## config.mk

```make
export PLATFORM = sky130hd
export DESIGN_NAME = multicycle_controller
export DESIGN_NICKNAME = d
export VERILOG_FILES = /design/src/rtl/multicycle_controller.sv
export SDC_FILE = /design/constraint.sdc
export NUM_CORES = 1
export LEC_CHECK = 0
export CORE_ASPECT_RATIO = 0.6
export CORE_MARGIN = 10
export CORE_UTILIZATION = 33
export CTS_CLUSTER_DIAMETER = 100
export DETAILED_ROUTE_END_ITERATION = 12
export GPL_TIMING_DRIVEN = 0
export PLACE_DENSITY = 0.63
export SETUP_SLACK_MARGIN = 0.4
export SYNTH_ARGS = -nofsm -noshare
export SYNTH_HDL_FRONTEND = slang
export SYNTH_SLANG_ARGS = --single-unit
```

## constraint.sdc

```tcl
create_clock -name clk -period 2.06 [get_ports clk]
set_input_delay 0.515 -clock clk [delete_from_list [all_inputs] [get_ports clk]]
set_output_delay 0.515 -clock clk [all_outputs]
set_load 0.03 [all_outputs]
```

## src/rtl/multicycle_controller.sv

```systemverilog
// Multicycle RV32I control unit: sequences FETCH/DECODE/EXEC/MEM/WB, drives the
// datapath select lines from the internal instruction register, counts retired
// instructions and halts in TRAP on an illegal opcode or a memory timeout.
module multicycle_controller #(
  parameter int CNT_W       = 32,
  parameter int MEM_TIMEOUT = 15
) (
  input  logic             clk,
  input  logic             rst_n,
  input  logic [31:0]      mem_rdata,
  input  logic             mem_ready,
  input  logic             BrEq,
  input  logic             BrLT,
  input  logic             trap_clr,
  output logic             PCSel,
  output logic [2:0]       ImmSel,
  output logic             RegWEn,
  output logic             BrUn,
  output logic             ASel,
  output logic             BSel,
  output logic [3:0]       ALUSel,
  output logic [1:0]       MemRW,
  output logic [1:0]       WBSel,
  output logic             mem_req,
  output logic             addr_sel,
  output logic             IRWrite,
  output logic             PCWrite,
  output logic             trap,
  output logic [1:0]       trap_cause,
  output logic [CNT_W-1:0] instret
);

  typedef enum logic [2:0] {FETCH, DECODE, EXEC, MEM, WB, TRAP} state_t;

  localparam int WAIT_W = (MEM_TIMEOUT > 1) ? $clog2(MEM_TIMEOUT + 1) : 1;
  localparam logic [WAIT_W-1:0] WAIT_LAST = (MEM_TIMEOUT > 0) ? WAIT_W'(MEM_TIMEOUT - 1) : '0;

  state_t            state_q, state_d;
  logic [31:0]       ir_q, ir_d;
  logic [CNT_W-1:0]  instret_q, instret_d;
  logic [WAIT_W-1:0] wait_q, wait_d;
  logic              trap_q, trap_d;
  logic [1:0]        cause_q, cause_d;

  logic [6:0] opcode;
  logic [2:0] funct3;
  logic       isR, isOpImm, isLoad, isStore, isBranch, isJal, isJalr, isLui, isAuipc;
  logic       legal, altBit, brTaken, memTimeout;
  logic [2:0] aluImm;
  logic       aluA, aluB;
  logic [3:0] aluOp;
  logic       unusedIrBits;

  assign opcode   = ir_q[6:0];
  assign funct3   = ir_q[14:12];
  assign isR      = (opcode == 7'b0110011);
  assign isOpImm  = (opcode == 7'b0010011);
  assign isLoad   = (opcode == 7'b0000011);
  assign isStore  = (opcode == 7'b0100011);
  assign isBranch = (opcode == 7'b1100011);
  assign isJal    = (opcode == 7'b1101111);
  assign isJalr   = (opcode == 7'b1100111);
  assign isLui    = (opcode == 7'b0110111);
  assign isAuipc  = (opcode == 7'b0010111);
  assign legal    = isR | isOpImm | isLoad | isStore | isJal | isJalr | isLui | isAuipc |
                    (isBranch & (funct3 != 3'b010) & (funct3 != 3'b011));
  assign altBit   = isR ? ir_q[30] : ((funct3 == 3'b101) & ir_q[30]);
  assign memTimeout = (MEM_TIMEOUT != 0) && !mem_ready && (wait_q == WAIT_LAST);
  assign unusedIrBits = ^{ir_q[31], ir_q[29:15], ir_q[11:7]};

  assign instret    = instret_q;
  assign trap       = trap_q;
  assign trap_cause = cause_q;

  // Immediate format, operand selects and ALU operation for the instruction in IR
  always_comb begin
    aluImm = 3'b000;
    aluA   = 1'b0;
    aluB   = 1'b1;
    aluOp  = 4'd0;
    if (isR || isOpImm) begin
      aluB = isOpImm;
      if (isOpImm && (funct3 == 3'b001 || funct3 == 3'b101)) aluImm = 3'b101;
      case (funct3)
        3'b000:  aluOp = (isR && altBit) ? 4'd1 : 4'd0;
        3'b001:  aluOp = 4'd2;
        3'b010:  aluOp = 4'd3;
        3'b011:  aluOp = 4'd4;
        3'b100:  aluOp = 4'd5;
        3'b101:  aluOp = altBit ? 4'd7 : 4'd6;
        3'b110:  aluOp = 4'd8;
        default: aluOp = 4'd9;
      endcase
    end else if (isStore) begin
      aluImm = 3'b001;
    end else if (isBranch) begin
      aluImm = 3'b010;
      aluA   = 1'b1;
    end else if (isJal) begin
      aluImm = 3'b011;
      aluA   = 1'b1;
    end else if (isJalr) begin
      aluOp  = 4'd10;
    end else if (isLui) begin
      aluImm = 3'b100;
      aluOp  = 4'd11;
    end else if (isAuipc) begin
      aluImm = 3'b100;
      aluA   = 1'b1;
    end
  end

  // Branch outcome from the comparator flags and the branch funct3
  always_comb begin
    case (funct3)
      3'b000:         brTaken = BrEq;
      3'b001:         brTaken = !BrEq;
      3'b100, 3'b110: brTaken = BrLT;
      3'b101, 3'b111: brTaken = !BrLT;
      default:        brTaken = 1'b0;
    endcase
  end

  // Datapath controls and strobes; reset suppresses every request and strobe
  always_comb begin
    PCSel    = 1'b0;
    ImmSel   = 3'b000;
    RegWEn   = 1'b0;
    BrUn     = 1'b0;
    ASel     = 1'b0;
    BSel     = 1'b0;
    ALUSel   = 4'd0;
    MemRW    = 2'b00;
    WBSel    = 2'b00;
    mem_req  = 1'b0;
    addr_sel = 1'b0;
    IRWrite  = 1'b0;
    PCWrite  = 1'b0;
    if (state_q inside {EXEC, MEM, WB}) begin
      ImmSel = aluImm;
      ASel   = aluA;
      BSel   = aluB;
      ALUSel = aluOp;
    end
    case (state_q)
      FETCH: begin
        mem_req = 1'b1;
        MemRW   = 2'b10;
        IRWrite = mem_ready;
      end
      EXEC: begin
        if (isBranch) begin
          PCSel   = brTaken;
          BrUn    = funct3[2] & funct3[1];
          PCWrite = 1'b1;
        end
      end
      MEM: begin
        mem_req  = 1'b1;
        addr_sel = 1'b1;
        MemRW    = isStore ? 2'b01 : 2'b10;
        PCWrite  = isStore & mem_ready;
      end
      WB: begin
        RegWEn  = 1'b1;
        PCWrite = 1'b1;
        if (isLoad) begin
          WBSel = 2'b00;
        end else if (isJal || isJalr) begin
          WBSel = 2'b10;
          PCSel = 1'b1;
        end else begin
          WBSel = 2'b01;
        end
      end
      default: ;
    endcase
    if (!rst_n) begin
      mem_req = 1'b0;
      MemRW   = 2'b00;
      IRWrite = 1'b0;
      PCWrite = 1'b0;
      RegWEn  = 1'b0;
    end
  end

  // Next state, IR load, retirement count, memory wait counter and trap status
  always_comb begin
    state_d   = state_q;
    ir_d      = ir_q;
    instret_d = instret_q;
    wait_d    = '0;
    trap_d    = trap_q;
    cause_d   = cause_q;
    if (PCWrite) instret_d = instret_q + CNT_W'(1);
    case (state_q)
      FETCH: begin
        if (mem_ready) begin
          ir_d    = mem_rdata;
          state_d = DECODE;
        end else if (memTimeout) begin
          state_d = TRAP;
          trap_d  = 1'b1;
          cause_d = 2'b10;
        end else begin
          wait_d  = wait_q + WAIT_W'(1);
        end
      end
      DECODE: begin
        if (legal) begin
          state_d = EXEC;
        end else begin
          state_d = TRAP;
          trap_d  = 1'b1;
          cause_d = 2'b01;
        end
      end
      EXEC: begin
        if (isLoad || isStore) state_d = MEM;
        else if (isBranch)     state_d = FETCH;
        else                   state_d = WB;
      end
      MEM: begin
        if (mem_ready) begin
          state_d = isStore ? FETCH : WB;
        end else if (memTimeout) begin
          state_d = TRAP;
          trap_d  = 1'b1;
          cause_d = 2'b10;
        end else begin
          wait_d  = wait_q + WAIT_W'(1);
        end
      end
      WB: state_d = FETCH;
      TRAP: begin
        if (trap_clr) begin
          state_d = FETCH;
          trap_d  = 1'b0;
          cause_d = 2'b00;
        end
      end
      default: state_d = FETCH;
    endcase
  end

  // Controller state registers with asynchronous active-low reset
  always_ff @(posedge clk or negedge rst_n) begin
    if (!rst_n) begin
      state_q   <= FETCH;
      ir_q      <= '0;
      instret_q <= '0;
      wait_q    <= '0;
      trap_q    <= 1'b0;
      cause_q   <= 2'b00;
    end else begin
      state_q   <= state_d;
      ir_q      <= ir_d;
      instret_q <= instret_d;
      wait_q    <= wait_d;
      trap_q    <= trap_d;
      cause_q   <= cause_d;
    end
  end

endmodule

```

==> flow_metrics.py, run 1 <==
metrics = {
    "run_status": {
        "run_status": "finished with violations",
        "violations": "negative setup slack",
    },
    "critical_path": {
        "slowest_delay_ps": 440,
        "r2r-start": "ir_q[3]$_DFFE_PN0P_",
        "crit_family": "simple AND/OR/NAND/NOR gates",
        "path_buf_inv": 2,
        "critPathSlowestCell": "dfrtp_2",
        "end_kind": "output pin",
        "crit_chain": "buf_6, nor3_4, nand3_2, or3_4, a31oi_4, buf_6",
        "cp-startpoint": "ir_q[2]$_DFFE_PN0P_",
        "arrival_ps": 1970,
        "cp.required_ps": 1540,
        "start_kind": "flop",
        "crit_path_max_fanout": 4,
        "cpMostUsedCell": "buf_6",
        "path_class": "reg -> out",
    },
    "synth": {
        "yosys_warnings": 0,
        "synth-seq-area-share_pct": 44.1,
        "synth_area_sq_um": 3010,
        "synth_flop_cell": "dfrtp_1",
        "synth_cells": 295,
        "synth_top_area_share_pct": 44.1,
        "synth-edff-count": 0,
        "synth_seq_cells": 53,
        "synth.avg_cell_area_sq_um": 10.2,
        "synth_nets": 336,
        "synth_top_cell_by_area": "dfrtp_1",
        "synth_cell_types": 63,
        "async_reset_ff_share_pct": 100,
        "synth_area_leaders": "dfrtp_1, xnor2_1, xor2_1",
    },
    "clock_tree": {
        "tritoncts": "done",
        "clkTransAtPathRegs_ps": 70,
        "clockBufferDepth": 2,
        "worstSkewPairLatency_ps": 290,
        "numClockSinks": 53,
        "htreeDepth": 2,
        "hold_buffers": 0,
        "numCtsBuffers": 5,
        "ctsRootBufferMaster": "clkbuf_16",
    },
    "finish": {
        "nFillCells": 649,
        "area_growth_pct": 77.4,
        "finalNetCount": 478,
        "final_cell_mix": "buf_6, buf_4, dfrtp_1",
        "antenna_cells": 0,
        "final_common_cell": "buf_6",
        "fin_cells": 550,
        "drive_above_1_share_pct": 53.2,
        "finalInstanceArea_sq_um": 5340,
    },
    "placement": {
        "numPortBuffers": 71,
        "pre_cts_ws_ps": -1130,
        "place_area_sq_um": 4040,
        "place_congestion": 0.809,
        "dp_hpwl_mm": 6.64,
        "dpl.cell_count": 479,
    },
    "routing": {
        "routed_wl_mm": 10.5,
        "antenna_left": 0,
        "vias": 2898,
        "wl_per_cell_um": 19.2,
        "drt-initial-drc-count": 286,
        "viasPerCell": 5.27,
        "remaining_drc_errors": 0,
        "first_pass_iters": 4,
    },
    "global_route": {
        "grt_overflow": 0,
        "grt.busiest_layer": "met2",
        "grt_pass1_vias": 2793,
        "antenna_found_initial": 0,
        "grt_max_degree": 34,
        "grt.met1_usage_pct": 20.7,
        "met3_usage_pct": 2.88,
        "globalRouteTotalUtil_pct": 14.2,
        "grt_pass1_wl_mm": 15.5,
        "grtUsageMet2_pct": 21.1,
    },
    "sta": {
        "rsz0062_at_grt": "true",
        "final_max_slew_viol_count": 0,
        "worst_pin_slew_ps": 472,
        "post-route-period-util_pct": 121,
        "period_needed_ps": 2490,
        "setup_viol": 35,
        "fin_skew_ps": 4.96,
        "fin_ws_ps": -426,
        "hold_violations": 0,
        "fmax_mhz": 402,
        "relSlewSlack_pct": 68.6,
    },
    "power_and_ir_drop": {
        "power.share.combinational_pct": 58.7,
        "ir_worst_vdd_v": 0.000646,
        "clock_power_share_pct": 14.5,
        "fin_total_pwr_mw": 5.82,
        "seqPwrFrac_pct": 26.8,
        "p_sw_share_pct": 40.0,
        "power.switching_mw": 2.33,
        "power_density_nw_per_um2": 1090,
        "p_int_mw": 3.49,
        "power.leakage_nw": 2.46,
    },
    "floorplanning": {
        "dieWidth_um": 143,
        "core_area_sq_um": 8690,
        "start_util_pct": 34.6,
        "boundaryPins": 93,
        "die_h_um": 94.0,
        "die_area_sq_um": 13500,
        "fp-row-count": 26,
    },
    "min_path": {
        "hold_path.class": "in -> async",
    },
    "flow_run": {
        "cap_violations": 0,
    },
}
==> Yosys cell counts (2+ instances only) <==
cell type / number
inv_1: 10
xnor2_1: 23
a31oi_1: 3
clkbuf_1: 5
a211oi_1: 2
a31o_2: 3
buf_2: 3
nor2b_1: 4
nor2_1: 18
a22oi_1: 2
nand3_1: 16
or3_1: 3
nand2_1: 22
nor3_1: 11
ha_1: 3
nor3_4: 2
xor2_1: 12
a21oi_1: 8
and3_1: 11
and4_1: 3
and2_1: 3
buf_6: 2
o22ai_1: 2
a22o_1: 2
nor4b_2: 2
nor4_4: 2
nand2b_1: 4
a211o_1: 2
nand4_1: 7
dfrtp_1: 53
o21ai_0: 8
mux2_2: 9
nand4b_1: 5
==> power by group through the flow <==
stage	Clock, mW	Sequential [mW]	Combinational, mW
floorplan	0	1.58	1.21
global placement	0	1.54	1.82
detailed placement	0	1.55	1.85
CTS	0.865	1.56	2.77
global route	0.917	1.59	3.60
finish	0.842	1.56	3.42
==> cells by family (layout without fill, tap and decap cells) <==
family,count (synthesis),count (layout),share of synthesized area (%)
AND/OR/NAND/NOR,126,126,26.5
flip-flops,53,53,44.1
AO/OA/AOI/OAI,44,44,10.3
XOR/XNOR,35,35,10.2
buffers and inverters,23,166,3.62
multiplexers,11,11,4.08
adder cells (fa/ha/maj),3,3,1.25
==> repair_timing <==
item	in CTS	in global routing
endpoints found under the setup margin	104	80
pin swaps	50	40
buffers inserted	34	26
gates cloned	2	1
resized for setup	280	79
==> routing by layer <==
layer / wire length [um] / part of all wire [%] / up-vias
met2: 4870 / 46 / 92
met4: 142 / 1.3 / 0
met5: 0 / 0 / -
met1: 4920 / 47 / 1435
met3: 607 / 5.8 / 15
li1: - / - / 1356
==> worst paths after layout <==
| check | cells after the start | end | slack, ps |
|---|---|---|---|
| setup / recovery | 6 | ImmSel[0] | -430 |
| hold / removal | 1 | instret[22]$_DFFE_PN0P_ | 60 |
| setup reg to reg | 13 | instret[28]$_DFFE_PN0P_ | -180 |
| hold reg to reg | 1 | instret[31]$_DFFE_PN0P_ | 480 |
| max in group asynchronous | 2 | state_q[0]$_DFFE_PN0P_ | 1540 |
| min in group clk | 1 | instret[31]$_DFFE_PN0P_ | 480 |
==> flip-flops by register name, indices dropped and copies added (netlist names) <==
| register | count |
|---|---|
| wait_q | 4 |
| state_q | 3 |
| ir_q | 11 |
| trap | 1 |
| trap_cause | 2 |
| instret | 32 |
==> layout make-up <==
type | count | area [sq um] | share of cell area, %
Buffer | 12 | 131 | 2.46
Timing Repair Buffer | 135 | 1350 | 25.3
Tap cell | 112 | 140 | 2.63
Inverter | 11 | 43.8 | 0.821
Sequential cell | 53 | 1350 | 25.4
Clock buffer | 8 | 146 | 2.74
Multi-Input combinational cell | 219 | 2170 | 40.6
==> stage by stage <==
stage          util (%)  hold slack [ps]  TNS (ps)
2_1_floorplan         -              219     -29.0
3_3_place_gp       46.3              463   -158580
3_5_place_dp       46.5              484    -23670
4_1_cts            56.6             64.3     -4190
5_1_grt            61.4             58.3     -9600
6_report           61.4             62.1     -6980
Note: power is estimated with default switching activity, not from simulation.
==> run 2, diff against run 1 <==
--- a/config.mk
+++ b/config.mk
@@ -11,7 +11,7 @@
 export CTS_CLUSTER_DIAMETER = 100
 export DETAILED_ROUTE_END_ITERATION = 12
 export GPL_TIMING_DRIVEN = 0
-export PLACE_DENSITY = 0.63
+export PLACE_DENSITY = 0.56
 export SETUP_SLACK_MARGIN = 0.4
 export SYNTH_ARGS = -nofsm -noshare
 export SYNTH_HDL_FRONTEND = slang
==> run 2 against run 1 <==
The flow still finishes with violations (negative setup slack). Sequential cell count stayed put. Clock skew is 1.2 ps higher. Non-clock buffer count is 9 higher. Via count grew 2.5%. Core utilization up 1.1 points.
==> flow_metrics.py, run 2 (synthesis gave the netlist of run 1 again) <==
metrics = {
    "floorplanning": {
        "die_h_um": 94.0,
        "boundaryPins": 93,
        "fp-row-count": 26,
        "die_area_sq_um": 13500,
        "dieWidth_um": 143,
        "core_area_sq_um": 8690,
        "start_util_pct": 34.6,
    },
    "sta": {
        "hold_violations": 0,
        "fin_ws_ps": -409,
        "fmax_mhz": 405,
        "relSlewSlack_pct": 60.5,
        "period_needed_ps": 2470,
        "setup_viol": 39,
        "tns_ps": -6920,
        "rsz0062_at_grt": "true",
        "fin_skew_ps": 6.15,
        "post-route-period-util_pct": 120,
        "final_max_slew_viol_count": 0,
        "worst_pin_slew_ps": 592,
    },
    "critical_path": {
        "crit_path_max_fanout": 4,
        "r2r-start": "ir_q[2]$_DFFE_PN0P_",
        "end_kind": "output pin",
        "critPathSlowestCell": "dfrtp_2",
        "ff2ff_path_depth": 12,
        "start_kind": "flop",
        "crit_cells": 6,
        "crit_family": "simple AND/OR/NAND/NOR gates",
        "cp.required_ps": 1540,
        "r2r_slack_ps": -170,
        "path_class": "reg -> out",
        "worstReg2RegEnd": "instret[22]$_DFFE_PN0P_",
        "cp-startpoint": "ir_q[2]$_DFFE_PN0P_",
        "path_buf_inv": 2,
        "critPathCapture": "ASel",
        "slowest_delay_ps": 460,
        "arrival_ps": 1950,
        "crit_chain": "nand4bb_4, nor2_4, buf_6, a22oi_2, a2111oi_4, buf_4",
    },
    "global_route": {
        "grt_pass1_wl_mm": 16.3,
        "grt_overflow": 0,
        "antenna_found_initial": 0,
        "grt_max_degree": 33,
        "globalRouteTotalUtil_pct": 15.2,
        "grt_pass1_vias": 2798,
    },
    "routing": {
        "vias": 2970,
        "antenna_left": 0,
        "viasPerCell": 5.31,
        "routed_wl_mm": 11.2,
        "first_pass_iters": 4,
        "drt-initial-drc-count": 128,
        "remaining_drc_errors": 0,
        "wl_per_cell_um": 20.1,
    },
    "flow_run": {
        "cap_violations": 0,
    },
    "clock_tree": {
        "numCtsBuffers": 5,
        "hold_buffers": 0,
        "ctsRootBufferMaster": "clkbuf_16",
        "worstSkewPairLatency_ps": 300,
        "tritoncts": "done",
        "clockBufferDepth": 2,
        "numClockSinks": 53,
        "htreeDepth": 2,
        "clkTransAtPathRegs_ps": 70,
    },
    "placement": {
        "numPortBuffers": 71,
        "dp_hpwl_mm": 6.80,
        "place_congestion": 0.804,
    },
    "run_status": {
        "run_status": "finished with violations",
        "violations": "negative setup slack",
    },
    "finish": {
        "fin_util_pct": 62.5,
        "area_growth_pct": 80.5,
        "drive_above_1_share_pct": 53.2,
        "multi_input_area_sq_um": 2160,
        "finalNetCount": 487,
        "nFillCells": 674,
        "final_common_cell": "buf_6",
        "final_cell_mix": "buf_6, buf_4, dfrtp_1",
        "final-seq-area_sq_um": 1350,
        "antenna_cells": 0,
        "largest_register_ffs": 32,
    },
    "min_path": {
        "hold_path.class": "in -> async",
    },
    "power_and_ir_drop": {
        "power.leakage_nw": 2.46,
        "power_density_nw_per_um2": 1080,
        "ir_worst_vdd_v": 0.000713,
    },
}
-- run 2: report_power, final --
group | leakage [nW] | internal (mW) | switching, mW
clock network | 0.0652 | 0.454 | 0.388
logic | 1.74 | 1.76 | 1.71
registers | 0.660 | 1.26 | 0.301
total | 2.46 | 3.48 | 2.40
-- run 2: worst min-delay path by stage --
stage                     cells after the start  slack [ps]               startpoint                      end
after global routing                          1          70                    rst_n  instret[22]$_DFFE_PN0P_
after floorplan                               0         220                    rst_n   instret[0]$_DFFE_PN0P_
after global placement                        1         470  instret[31]$_DFFE_PN0P_  instret[31]$_DFFE_PN0P_
final                                         1          70                    rst_n  instret[22]$_DFFE_PN0P_
after detailed placement                      1         470  instret[31]$_DFFE_PN0P_  instret[31]$_DFFE_PN0P_
after CTS                                     1          70                    rst_n  instret[22]$_DFFE_PN0P_
-- run 2: metrics by stage --
| step | area, sq um | std cells | power [mW] | worst slack [ps] | hold slack [ps] |
|---|---|---|---|---|---|
| after detailed placement | 4040 | 479 | 3.41 | -1080 | 474 |
| after global placement | 4020 | 478 | 3.38 | -2820 | 469 |
| after global routing | 5430 | 559 | 6.17 | -516 | 72.9 |
| after CTS | 5070 | 532 | 5.32 | -344 | 70.0 |
| final | 5430 | 559 | 5.88 | -409 | 65.6 |
| after floorplan | 3170 | 295 | 2.79 | -18.9 | 219 |
-- run 2: timing repair --
item,4_1_cts,5_1_grt
buffers inserted,43,27
gates cloned,2,0
resized for setup,295,63
endpoints found under the setup margin,102,77
pin swaps,52,40
-- run 2: metal layers --
| layer | up-vias | GRT usage, % | part of all wire, % |
|---|---|---|---|
| met5 | - | 0 | 0 |
| met1 | 1486 | 21.3 | 47 |
| li1 | 1377 | - | - |
| met2 | 88 | 23.0 | 46 |
| met3 | 19 | 4.04 | 5.4 |
| met4 | 0 | 3.47 | 1.7 |
-- run 2: final cells by class --
cell class              count  area share, %
plain buffers              12           2.54
inverters                  11          0.853
repair buffers            144           26.7
clock buffers               8           2.51
flip-flops and latches     53           24.9
multi-input cells         219           39.9
well taps                 112           2.58
